`config.mk`:
```
export PLATFORM = sky130hd
export DESIGN_NAME = queue_split_one_by_one
export DESIGN_NICKNAME = d
export VERILOG_FILES = /design/src/rtl/queue_split_one_by_one.sv
export SDC_FILE = /design/constraint.sdc
export NUM_CORES = 1
export LEC_CHECK = 0
export BUFFER_PORTS_ARGS = -buffer_cell sky130_fd_sc_hd__buf_2
export CAP_MARGIN = 10
export CORE_UTILIZATION = 53
export CTS_CLUSTER_SIZE = 20
export DETAILED_ROUTE_END_ITERATION = 16
export HOLD_SLACK_MARGIN = 0.03
export PLACE_DENSITY = 0.95
export SETUP_SLACK_MARGIN = 0.3
export SLEW_MARGIN = 20
export SYNTH_ARGS = -nofsm -noshare
export SYNTH_HDL_FRONTEND = slang
export SYNTH_SLANG_ARGS = --single-unit
```
`constraint.sdc`:
```
create_clock -name clk -period 7.6 [get_ports clk]
set_input_delay 0.38 -clock clk [delete_from_list [all_inputs] [get_ports clk]]
set_output_delay 0.38 -clock clk [all_outputs]
set_load 0.05 [all_outputs]
```
`src/rtl/queue_split_one_by_one.sv`:
```
// queue_split_one_by_one: demux one eot-delimited stream onto two registered outputs, alternating whole transactions
module queue_split_one_by_one #(
    parameter int W_DIN = 16,
    parameter int W_CNT = 16
) (
    input  logic             clk,
    input  logic             rst,
    input  logic [W_DIN-1:0] din_data,
    input  logic             din_valid,
    output logic             din_ready,
    output logic [W_DIN-1:0] dout0_data,
    output logic             dout0_valid,
    input  logic             dout0_ready,
    output logic [W_DIN-1:0] dout1_data,
    output logic             dout1_valid,
    input  logic             dout1_ready,
    output logic             sel,
    output logic [W_CNT-1:0] tx_cnt0,
    output logic [W_CNT-1:0] tx_cnt1
);
    localparam logic [0:0] SEL0 = 1'b0;
    localparam logic [0:0] SEL1 = 1'b1;
    logic can_load0, can_load1, acc;
    // only the selected stage gates the input; the other drains on its own
    always_comb begin
        can_load0 = !dout0_valid || dout0_ready;
        can_load1 = !dout1_valid || dout1_ready;
        din_ready = (sel == SEL1) ? can_load1 : can_load0;
        acc       = din_valid && din_ready;
    end
    // route FSM: flip to the other output after an accepted eot beat
    always_ff @(posedge clk) begin
        if (rst)
            sel <= SEL0;
        else if (acc && din_data[W_DIN-1])
            sel <= (sel == SEL0) ? SEL1 : SEL0;
    end
    // output stage 0: load on accept while selected, else clear on handshake
    always_ff @(posedge clk) begin
        if (rst) begin
            dout0_valid <= 1'b0;
        end else if (acc && sel == SEL0) begin
            dout0_data  <= din_data;
            dout0_valid <= 1'b1;
        end else if (dout0_ready) begin
            dout0_valid <= 1'b0;
        end
    end
    // output stage 1: same as stage 0 for the other route
    always_ff @(posedge clk) begin
        if (rst) begin
            dout1_valid <= 1'b0;
        end else if (acc && sel == SEL1) begin
            dout1_data  <= din_data;
            dout1_valid <= 1'b1;
        end else if (dout1_ready) begin
            dout1_valid <= 1'b0;
        end
    end
    // completed-transaction counters: eot beats handed off downstream, wrapping
    always_ff @(posedge clk) begin
        if (rst) begin
            tx_cnt0 <= '0;
            tx_cnt1 <= '0;
        end else begin
            if (dout0_valid && dout0_ready && dout0_data[W_DIN-1])
                tx_cnt0 <= tx_cnt0 + 1'b1;
            if (dout1_valid && dout1_ready && dout1_data[W_DIN-1])
                tx_cnt1 <= tx_cnt1 + 1'b1;
        end
    end
endmodule

```
# After elaboration in Yosys (flattened, before gate mapping)
# Cells that the tools add are included.
op_classes:
  shift: 0
  eq_ne: 0
  add_sub_neg: 2
  bitwise_logic: 2
  n_div: 0
  reduce_logical: 16
  mul: 0
  n_lt_le_gt_ge: 0
  n_mux: 6
ops:
  columns: ["operator", "count"]
  rows:
  - ["adder 16 x 1 -> 16 bit, second input constant", 2]
  - ["logical AND 1 bit", 8]
  - ["two-way mux 1 bit", 6]
  - ["AND reduction 2 bit", 2]
  - ["nonzero test 2 bit", 2]
  - ["zero test 1 bit", 2]
  - ["logical OR 1 bit", 2]
  - ["NOT 1 bit", 2]
totals:
  inputBits: 21
  out_inout_bits: 68
  n_memories: 0
  mem_bits_rw: 0
  latch_bits: 0
  romBits: 0
  wordCells: 33
  register_bits: 67

# Depth between registers and ports, before layout
# Gate-level depths: netlist of the first run.
logic_depth:
  ltp_word: 6
  mapped_depth: 6
  mapped_depth_nobuf: 5

# Worst setup path before layout of the first run
# No wires, ideal clock.
synth_timing:
  kind: "register to register"
  start: "register sel"
  end: "register dout0_data[0], enable pin"
  setup_time_ps: 436
  arrival_time_ps: 2565
  slack_ps: 4599
  period_less_slack_ps: 3001
  n_path_buf: 0
  required_ps: 7164
  path_stages_with_launch: 3
  path_cell_list: "dfxtp_1 nor2_1 nor4b_1"
synth_between:
  elab_chain_cells: 4
  word_cells_on_any_way: 5
  classes_between: "1 x mux; 1 x bitwise; 3 x reduce/logical"
synth_lines:
  columns: ["element", "line_no", "rtl"]
  rows:
  - ["start: declaration", "17", "output logic sel,"]
  - ["start signal: assignment", "36", "sel <= (sel == SEL0) ? SEL1 : SEL0;"]
  - ["two-way mux 1 bit", "28", "din_ready = (sel == SEL1) ? can_load1 : can_load0;"]
  - ["logical AND 1 bit", "29", "acc = din_valid && din_ready;"]
  - ["logical AND 1 bit (*)", "42", "end else if (acc && sel == SEL0) begin"]
  - ["AND reduction 2 bit (no source line) (*)", null, null]
  - ["end signal: assignment", "43", "dout0_data <= din_data;"]
  - ["end: declaration", "11", "output logic [W_DIN-1:0] dout0_data,"]
# Every way passes the cells marked *; elsewhere a longest branch is shown, timed or not.
# A chain may end at the register's enable or synchronous reset.

# Worst setup path in the final report of the first run
layout_timing:
  start: "register tx_cnt0[2]"
  end: "register tx_cnt0[11]"
layout_between:
  elab_chain_cells: 1
layout_lines:
  columns: ["element", "line_no", "rtl"]
  rows:
  - ["start: declaration", "18", "output logic [W_CNT-1:0] tx_cnt0,"]
  - ["start signal: assignment", "67", "tx_cnt0 <= tx_cnt0 + 1'b1;"]
  - ["adder 16 x 1 -> 16 bit", "67", null]
# No other way between the ends.

==> results of run 1 <==
power groups by stage:
| stage | Clock (mW) | Combinational [mW] | Sequential (mW) |
|---|---|---|---|
| after floorplan | 0 | 0.0103 | 0.419 |
| after global placement | 0 | 0.0472 | 0.396 |
| after detailed placement | 0 | 0.0484 | 0.396 |
| after CTS | 0.381 | 0.0484 | 0.388 |
| after global routing | 0.394 | 0.0507 | 0.389 |
| final | 0.374 | 0.0481 | 0.388 |
worst max-delay path, stage by stage, from the launching register on:
cell,delay (ps)
dfxtp_1,430
nand3_2,210
nor3_1,580
nand3_1,170
mux2_2,300
routing by layer:
metal / global-route usage / up-vias / wire length [microns]
li1: - / 959 / -
met4: 0.0850 / 0 / 27
met1: 0.252 / 914 / 2190
met3: 0.0717 / 5 / 380
met2: 0.340 / 75 / 2510
met5: 0 / - / 0
registers in the layout, indices dropped and copies added (netlist names):
register / cells
dout0_data: 16
dout1_data: 16
tx_cnt0: 16
tx_cnt1: 16
dout0_valid: 1
dout1_valid: 1
sel: 1
cell usage in the layout (no fill, tap or decap), types with 2 or more instances in the layout:
cell        n
nor2_1     30
nor3_1      6
dfxtp_1    35
o21ai_0     3
nor2b_1     3
edfxtp_1   32
xnor2_1    13
nor4_1      6
o31ai_1     3
xor2_1      7
or3_1       4
inv_1       6
clkinv_1    2
and3_1      2
nand4_1     5
clkbuf_8    9
nand2_1    10
bufinv_16   4
ha_1        2
mux2_2      3
and4_1      2
buf_2      88
or4_1       3
mux2i_1     2
a21oi_1     9
nand2b_1    2
nand3_1    11
final cells by class:
type	count	area [sq um]	area share
Inverter	6	22.5	0.00680
Multi-Input combinational cell	136	862	0.260
Tap cell	52	65.1	0.0196
Sequential cell	67	1660	0.501
Clock inverter	6	128	0.0385
Timing Repair Buffer	89	448	0.135
Clock buffer	10	128	0.0385
cells by family (layout without fill, tap and decap cells):
family	after synthesis	count (layout)
adder cells (fa/ha/maj)	2	2
XOR/XNOR	20	20
buffers and inverters	12	111
AND/OR/NAND/NOR	90	90
multiplexers	5	5
flip-flops	67	67
AO/OA/AOI/OAI	19	19
through the flow:
stage               setup WS [ps]  hold slack [ps]
finish                       5810              236
global route                 5650              217
global placement             5700              483
detailed placement           5610              488
CTS                          5820              220
floorplan                    4600              479
how the worst max path moves through the flow:
stage	to	slack [ps]	cells after the start
2_1_floorplan	dout0_data[0]	4600	2
3_3_place_gp	dout1_data[0]	5700	2
3_5_place_dp	dout0_data[5]	5610	3
4_1_cts	tx_cnt0[11]	5820	4
5_1_grt	tx_cnt0[13]	5650	4
6_report	tx_cnt0[11]	5810	4
==> flow_metrics.env, run 1 <==
export IMPL_status="finished, final reports clean"
export IMPL_ctsHoldBuffers=0
export IMPL_synthAdderAreaFrac=0.00974
export IMPL_pwr_share_clk=0.462
export IMPL_grt_pass1_wl_microns=8030
export IMPL_synthMuxAreaShare=0.0209
export IMPL_core_area_sq_um=4500
export IMPL_place_congestion=0.800
export IMPL_cts_made_buffers=9
export IMPL_fmax_mhz=558
export IMPL_slew_headroom=0.522
export IMPL_yosys_area_share_simple=0.187
export IMPL_finalClockSkew_ps=4.47
export IMPL_ff2ff_path_depth=4
export IMPL_rsz0062_at_grt="false"
export IMPL_internal_power_uw=646
export IMPL_grt_use_total=0.208
export IMPL_p_leak_nw=1.37
export IMPL_place_area_sq_um=3060
export IMPL_syn_avg_cell_area_sq_um=12.0
export IMPL_area_delta_synth_final_pct=29.0
export IMPL_grt_pass1_vias=1767
export IMPL_detail_route_wl_per_cell_microns=13.9
export IMPL_via_per_inst=5.34
export IMPL_synth_seq_area_share=0.647
export IMPL_end_kind="flip-flop"
export IMPL_ys_warn_count=0
export IMPL_cts_tree="yes"
export IMPL_cts_setup_buffers=0
export IMPL_grt_max_degree=42
export IMPL_cp_max_fo=9
export IMPL_setup_tns_ps=0
export IMPL_vias=1953
export IMPL_period_minus_slack_ps=1790
export IMPL_yosys_most_used_dff="dfxtp_1"
export IMPL_switchingPower_uw=165
export IMPL_synth_top_cell_by_area="edfxtp_1"
export IMPL_ios=89
export IMPL_drt_iter0_markers=92
export IMPL_r2r_start="tx_cnt0[2]"
export IMPL_synth_edf_count=32
export IMPL_drv_slew=0
export IMPL_finalPower_uw=811
export IMPL_drc=0
export IMPL_fin_crit_sh=0.236
export IMPL_ant_nets=0
export IMPL_synth_xor_xnor_area_share=0.0682
export IMPL_ir_drop_uv=119
export IMPL_rows=24
export IMPL_synth_top_family_by_area="simple AND/OR/NAND/NOR gates"
export IMPL_synth_top_cell_area_share=0.374
export IMPL_diodes=0
export IMPL_clk_pin_slew_worst_paths_ps=70
export IMPL_power_frac_seq=0.479
export IMPL_post_dp_hpwl_microns=3690
export IMPL_cts_resized=0
export IMPL_r2r_setup_slack_ps=5810
export IMPL_switching_share=0.204
export IMPL_die_area_sq_um=5130
export IMPL_ys_top_cells_by_count="dfxtp_1, edfxtp_1, nor2_1, xnor2_1, nand3_1"
export IMPL_nFillCells=308
export IMPL_dp_cells=350
export IMPL_comb_power_share=0.059
export IMPL_start_util=0.571
export IMPL_synth_compound_area_share=0.0467
export IMPL_cts_root_buffer="clkbuf_8"
export IMPL_grt_remaining_overflow=0
export IMPL_finalInstanceArea_sq_um=3310
export IMPL_worst_ep_required_time_ps=7820
export IMPL_clock_latency_ps=330
export IMPL_final_nets=332
export IMPL_power_density_nw_per_um2=245
export IMPL_setup_viol=0
export IMPL_yosysMostFrequentCell="dfxtp_1"
export IMPL_worstHoldEndpoint="dout0_data[4]"
export IMPL_clock_path_buffers=2
export IMPL_syn_area_sq_um=2570
export IMPL_maxCapViolCount=0
export IMPL_final_hold_violation_count=0
export IMPL_drive_gt1_frac=0.354
export IMPL_port_buffer_count=88
export IMPL_clock_sinks=67
export IMPL_r2r_end="tx_cnt0[11]"
export IMPL_yosysUniqueCellTypes=35
export IMPL_hp_class="input pin to flip-flop"
export IMPL_worst_ep_arrival_time_ps=2010
export IMPL_cp_start_kind="flip-flop"
export IMPL_whs_path_depth=1
export IMPL_cts_htree_levels=3
export IMPL_crit_type="flip-flop to flip-flop"
export IMPL_synthTopCellsByArea="edfxtp_1, dfxtp_1, xnor2_1"
export IMPL_syn_nets=238
export IMPL_final_util=0.736
export IMPL_antenna_found_initial=0
export IMPL_synth_cells=215
export IMPL_fin_cells=366
export IMPL_tightest_slew_ps=717
export IMPL_ys_ff_latch=67
export IMPL_die_h_microns=71.6
export IMPL_synthArstFlopShare=0
export IMPL_startpoint="tx_cnt0[2]"
export IMPL_wl_microns=5100
export IMPL_die_width_microns=71.6
export IMPL_min_from="din_data[4]"
export IMPL_dr_pass1_iters=4
(Power assumes the default switching activity.)
==> run 2: changes to the inputs <==
--- a/config.mk
+++ b/config.mk
@@ -7,11 +7,11 @@
 export LEC_CHECK = 0
 export BUFFER_PORTS_ARGS = -buffer_cell sky130_fd_sc_hd__buf_2
 export CAP_MARGIN = 10
-export CORE_UTILIZATION = 53
+export CORE_UTILIZATION = 49
 export CTS_CLUSTER_SIZE = 20
 export DETAILED_ROUTE_END_ITERATION = 16
 export HOLD_SLACK_MARGIN = 0.03
-export PLACE_DENSITY = 0.95
+export PLACE_DENSITY = 0.89
 export SETUP_SLACK_MARGIN = 0.3
 export SLEW_MARGIN = 20
 export SYNTH_ARGS = -nofsm -noshare
==> constraint.sdc (replaced) <==
create_clock -name clk -period 1.8 [get_ports clk]
set_input_delay 0.09 -clock clk [delete_from_list [all_inputs] [get_ports clk]]
set_output_delay 0.09 -clock clk [all_outputs]
set_load 0.05 [all_outputs]
==> run 2 against run 1 <==
Sequential power grew to 4.2 times the previous value; largest power group unchanged; fmax up 21%; final area increased by 15%; hold slack got worse by 170 ps.
==> flow_metrics.env, run 2 (synthesis gave the netlist of run 1 again) <==
export IMPL_r2r_end="tx_cnt0[14]"
export IMPL_cts_made_buffers=9
export IMPL_final_common_cell="buf_2"
export IMPL_final_util=0.778
export IMPL_worst_ep_required_time_ps=2070
export IMPL_finalPower_mw=3.16
export IMPL_dp_cells=370
export IMPL_slew_headroom=0.721
export IMPL_status="finished, final reports clean"
export IMPL_fin_crit_sh=0.823
export IMPL_area_delta_synth_final_pct=47.7
export IMPL_drv_slew=0
export IMPL_grt_remaining_overflow=0
export IMPL_layout_common_cells="buf_2, edfxtp_1, nor2_1"
export IMPL_clk_pin_slew_worst_paths_ps=70
export IMPL_place_area_sq_um=3260
export IMPL_critPathMaxStageDelay_ps=410
export IMPL_setup_slack_ps=319
export IMPL_period_minus_slack_ps=1480
export IMPL_worstHoldEndpoint="dout0_valid"
export IMPL_finalClockSkew_ps=4.74
export IMPL_drive_gt1_frac=0.496
export IMPL_r2r_start="tx_cnt0[8]"
export IMPL_clock_latency_ps=330
export IMPL_fin_cells=414
export IMPL_dp_slack_ps=279
export IMPL_drc=0
export IMPL_met3_usage=0.0623
export IMPL_whs_path_depth=3
export IMPL_final_nets=365
export IMPL_die_width_microns=74.4
export IMPL_grt_pass1_vias=1934
export IMPL_maxCapViolCount=0
export IMPL_final_hold_violation_count=0
export IMPL_grt_max_degree=23
export IMPL_min_from="din_valid"
export IMPL_startpoint="tx_cnt0[8]"
export IMPL_fin_hold_ws_ps=60.9
export IMPL_finalInstanceArea_sq_um=3800
export IMPL_die_area_sq_um=5540
export IMPL_ant_nets=0
export IMPL_die_h_microns=74.4
export IMPL_power_density_nw_per_um2=833
export IMPL_setup_viol=0
export IMPL_worstSetupPathDepth=4
export IMPL_rows=25
export IMPL_crit_family="simple AND/OR/NAND/NOR gates"
export IMPL_crit_chain="nand4_4, or3_4, or4_4, a21oi_1"
export IMPL_crit_type="flip-flop to flip-flop"
export IMPL_ios=89
export IMPL_grt_pass1_wl_microns=8650
export IMPL_start_util=0.527
export IMPL_end_kind="flip-flop"
export IMPL_hp_class="input pin to flip-flop"
export IMPL_wl_microns=5960
export IMPL_antenna_found_initial=0
export IMPL_setup_tns_ps=0
export IMPL_tightest_slew_ps=419
export IMPL_detail_route_wl_per_cell_microns=14.4
export IMPL_cp_max_fo=7
export IMPL_ff2ff_path_depth=4
export IMPL_place_congestion=0.830
export IMPL_r2r_setup_slack_ps=320
export IMPL_port_buffer_count=88
export IMPL_dr_pass1_iters=4
export IMPL_cts_htree_levels=3
export IMPL_fmax_mhz=675
export IMPL_worst_ep_arrival_time_ps=1750
export IMPL_grt_util_met2=0.346
export IMPL_drt_iter0_markers=85
export IMPL_vias=2101
export IMPL_via_per_inst=5.07
export IMPL_diodes=0
export IMPL_clock_sinks=67
export IMPL_p_leak_nw=1.56
export IMPL_cts_root_buffer="clkbuf_8"
export IMPL_timing_critical_path_buf_inv=0
export IMPL_post_dp_hpwl_microns=3760
export IMPL_rsz0062_at_grt="true"
export IMPL_cts_tree="yes"
export IMPL_gr_max_usage_layer="met2"
export IMPL_ir_drop_uv=557
export IMPL_nFillCells=300
export IMPL_core_area_sq_um=4880
export IMPL_grt_use_total=0.214
export IMPL_clock_path_buffers=2
export IMPL_cp_start_kind="flip-flop"
export IMPL_cp_slowest_cell="or4_4"
export IMPL_gr_usage_met1=0.248
## run 2: changes by cell type in the layout (fill, tap and decap cells not counted), moves of 8 or more
cell	previous run	this run
buf_4	1	18
dfxtp_1	35	9
dfxtp_2	0	8
dfxtp_4	0	18
dlygate4sd3_1	0	16
## run 2: what timing repair did
item / in CTS / in global routing
gates cloned: 0 / 0
hold buffers: 16 / 0
endpoints found under the setup margin: 6 / 8
buffers inserted: 0 / 12
pin swaps: 1 / 3
resized for setup: 4 / 19
hold endpoints to repair: 32 / 0
## run 2: worst max-delay path by stage
stage                   to  slack [ps]
6_report       tx_cnt0[14]         320
5_1_grt        tx_cnt0[14]         260
4_1_cts        tx_cnt1[15]         290
3_5_place_dp   tx_cnt1[15]         280
3_3_place_gp   tx_cnt1[12]         340
2_1_floorplan  tx_cnt1[15]         -40
## run 2: per-layer routing
layer  share of wire  up-vias
met5               0        -
met4           0.032        0
met2            0.49       79
li1                -     1033
met1            0.41      970
met3           0.062       19
## run 2: layout make-up
class,instances,area [sq um],area share
repair buffers,122,736,0.194
clock buffers,10,128,0.0336
multi-input cells,136,1010,0.265
clock inverters,6,80.1,0.0211
inverters,6,22.5,0.00593
well taps,67,83.8,0.0221
flip-flops and latches,67,1740,0.458
## run 2: worst min-delay path, stage by stage
cell	delay [ps]
buf_2	140
nand2_1	70
a21oi_1	50
## run 2: power by group
group	total (mW)	internal (mW)	leakage (nW)	switching [mW]
Clock	1.29	0.768	0.101	0.526
Combinational	0.247	0.0794	0.867	0.168
Sequential	1.62	1.60	0.594	0.0179
==> run 3: changes to the inputs <==
--- a/config.mk
+++ b/config.mk
@@ -5,13 +5,14 @@
 export SDC_FILE = /design/constraint.sdc
 export NUM_CORES = 1
 export LEC_CHECK = 0
+export ABC_AREA = 1
 export BUFFER_PORTS_ARGS = -buffer_cell sky130_fd_sc_hd__buf_2
 export CAP_MARGIN = 10
-export CORE_UTILIZATION = 49
+export CORE_UTILIZATION = 50
 export CTS_CLUSTER_SIZE = 20
 export DETAILED_ROUTE_END_ITERATION = 16
 export HOLD_SLACK_MARGIN = 0.03
-export PLACE_DENSITY = 0.89
+export PLACE_DENSITY = 0.9
 export SETUP_SLACK_MARGIN = 0.3
 export SLEW_MARGIN = 20
 export SYNTH_ARGS = -nofsm -noshare
==> constraint.sdc (replaced) <==
create_clock -name clk -period 1.4 [get_ports clk]
set_input_delay 0.07 -clock clk [delete_from_list [all_inputs] [get_ports clk]]
set_output_delay 0.07 -clock clk [all_outputs]
set_load 0.05 [all_outputs]
==> run 3 against run 2 <==
Synthesized area is 9.7% higher; routed wire length is 26% higher; first-iteration DRC count is 9.4% higher; hold slack better by 36 ps; clock-buffer cell count stayed put; highest routed layer unchanged; fmax is 16% higher; combinational power is 65% higher; die area is 7.3% higher; non-clock buffer count is 8 higher.
==> flow_metrics.env, run 3 <==
export IMPL_power_frac_seq=0.495
export IMPL_finalClockSkew_ps=9.35
export IMPL_ios=89
export IMPL_diodes=0
export IMPL_drc=0
export IMPL_core_area_sq_um=5270
export IMPL_fin_crit_sh=0.910
export IMPL_die_width_microns=77.1
export IMPL_grt_max_degree=16
export IMPL_cts_tree="yes"
export IMPL_fmax_mhz=785
export IMPL_r2r_setup_slack_ps=130
export IMPL_dp_slack_ps=131
export IMPL_end_kind="flip-flop"
export IMPL_status="finished, final reports clean"
export IMPL_ys_top_cells_by_count="nand2_1, nor2_1, dfxtp_1, inv_1, edfxtp_1"
export IMPL_ff2ff_path_depth=6
export IMPL_syn_area_sq_um=2820
export IMPL_final_hold_violation_count=0
export IMPL_rows=26
export IMPL_fin_cells=516
export IMPL_hp_class="input pin to flip-flop"
export IMPL_grt_pass1_vias=2417
export IMPL_yosys_most_used_dff="dfxtp_1"
export IMPL_switchingPower_mw=1.04
export IMPL_via_per_inst=5.00
export IMPL_grt_remaining_overflow=0
export IMPL_setup_slack_ps=126
export IMPL_start_util=0.535
export IMPL_ir_drop_uv=827
export IMPL_place_congestion=0.889
export IMPL_synth_top_cell_by_area="edfxtp_1"
export IMPL_setup_viol=0
export IMPL_final_nets=464
export IMPL_synth_top_cell_area_share=0.341
export IMPL_crit_type="flip-flop to flip-flop"
export IMPL_power_density_nw_per_um2=996
export IMPL_synth_seq_area_share=0.589
export IMPL_detail_route_wl_per_cell_microns=14.5
export IMPL_maxCapViolCount=0
export IMPL_drv_slew=0
export IMPL_pwr_share_clk=0.410
export IMPL_fin_hold_ws_ps=97.3
export IMPL_die_h_microns=77.1
export IMPL_finalPower_mw=4.27
export IMPL_final_common_cell="buf_2"
export IMPL_ys_ff_latch=67
export IMPL_syn_nets=325
export IMPL_internal_power_mw=3.23
export IMPL_die_area_sq_um=5940
export IMPL_ant_nets=0
export IMPL_port_buffer_count=88
export IMPL_cts_htree_levels=3
export IMPL_yosysMostFrequentCell="nand2_1"
export IMPL_drive_gt1_frac=0.491
export IMPL_layout_common_cells="buf_2, nand2_1, nor2_1, edfxtp_1, inv_1"
export IMPL_grt_pass1_wl_microns=11400
export IMPL_period_minus_slack_ps=1270
export IMPL_synth_edf_count=32
export IMPL_cp_start_kind="flip-flop"
export IMPL_ys_warn_count=0
export IMPL_clock_sinks=67
export IMPL_cts_made_buffers=9
export IMPL_comb_power_share=0.095
export IMPL_worstHoldEndpoint="sel"
export IMPL_tightest_slew_ps=381
export IMPL_antenna_found_initial=0
export IMPL_cts_root_buffer="clkbuf_8"
export IMPL_switching_share=0.244
export IMPL_syn_avg_cell_area_sq_um=9.33
export IMPL_p_leak_nw=1.83
export IMPL_vias=2579
export IMPL_post_dp_hpwl_microns=4510
export IMPL_slew_headroom=0.746
export IMPL_synthTopCellsByArea="edfxtp_1, dfxtp_1, nand2_1"
export IMPL_drt_iter0_markers=93
export IMPL_area_delta_synth_final_pct=52.2
export IMPL_min_from="din_valid"
export IMPL_clock_latency_ps=340
export IMPL_wl_microns=7490
export IMPL_rsz0062_at_grt="true"
export IMPL_worst_ep_arrival_time_ps=1510
export IMPL_clk_pin_slew_worst_paths_ps=80
export IMPL_grt_use_total=0.248
export IMPL_whs_path_depth=4
export IMPL_dr_pass1_iters=5
export IMPL_dp_cells=463
export IMPL_yosysUniqueCellTypes=29
export IMPL_worst_ep_required_time_ps=1630
export IMPL_clock_path_buffers=2
export IMPL_r2r_start="dout0_data[15]"
export IMPL_synth_cells=302
export IMPL_cp_max_fo=6
export IMPL_r2r_end="tx_cnt0[6]"
export IMPL_synthArstFlopShare=0
==> run 3: cell count changes after synthesis, sizes merged, moves of 4 or more <==
cell	before	now
nor4	6	0
clkbuf	5	1
inv	6	35
or3	4	0
a21oi	9	17
nor2	30	57
xnor2	13	0
o21ai	3	9
nand3	12	17
xor2	7	2
nand2	10	72
==> run 3: what timing repair did <==
action	4_1_cts	5_1_grt
gates cloned	1	0
pin swaps	10	19
setup buffers	9	10
endpoints found under the hold margin	33	0
resized for setup	33	44
hold buffers	17	0
setup endpoints to repair	58	78
==> run 3: per-layer routing <==
| layer | GRT usage | wire length (microns) | vias up |
|---|---|---|---|
| met4 | 0.121 | 176 | 0 |
| met1 | 0.297 | 3080 | 1171 |
| li1 | - | - | 1271 |
| met5 | 0 | 0 | - |
| met2 | 0.429 | 3770 | 120 |
| met3 | 0.0452 | 458 | 17 |
==> run 3: kinds of logic after synthesis <==
| group | Yosys count | synth area share |
|---|---|---|
| and+or+nand+nor | 162 | 0.281 |
| buffers and inverters | 39 | 0.0559 |
| adders and majority gates | 2 | 0.00888 |
| xor gates and xnor gates | 2 | 0.00622 |
| AOI/OAI and AO/OA | 30 | 0.0581 |
| DFF | 67 | 0.589 |
==> run 3: power by group through the flow <==
stage / clock, mW / sequential [mW] / combinational [mW]
floorplan: 0 / 2.29 / 0.0892
global placement: 0 / 2.16 / 0.325
detailed placement: 0 / 2.16 / 0.330
CTS: 1.76 / 2.12 / 0.384
global route: 1.84 / 2.12 / 0.428
finish: 1.75 / 2.12 / 0.407
==> run 3: how the worst max path moves through the flow <==
stage / slack [ps] / cells past startpoint / endpoint / startpoint
floorplan: -50 / 7 / tx_cnt1[13] / dout1_data[15]
global placement: 190 / 7 / tx_cnt1[13] / tx_cnt1[6]
detailed placement: 130 / 6 / tx_cnt0[10] / tx_cnt0[1]
CTS: 160 / 4 / din_ready / dout0_valid
global route: 70 / 6 / tx_cnt0[6] / dout0_data[15]
finish: 130 / 6 / tx_cnt0[6] / dout0_data[15]
==> run 3: layout make-up <==
cell class / instances / area (sq um)
Clock buffer: 10 / 128
Clock inverter: 6 / 90.1
Fill cell: 339 / 980
Inverter: 36 / 135
Multi-Input combinational cell: 197 / 1250
Sequential cell: 67 / 1710
Tap cell: 70 / 87.6
Timing Repair Buffer: 130 / 896
==> run 3: critical path: stages, from the launching register on <==
cell and delay (ps):
edfxtp_1 460, nand3_4 150, nor2_4 190, buf_4 150
nand2_2 50, o21ai_1 110, nor2_1 50
==> run 3: through the flow <==
stage / instance area (sq um) / TNS (ps) / util
global route: 4290 / 0 / 0.814
floorplan: 2920 / -334 / -
finish: 4290 / 0 / 0.814
detailed placement: 3490 / 0 / 0.663
CTS: 4080 / 0 / 0.773
global placement: 3490 / 0 / 0.663
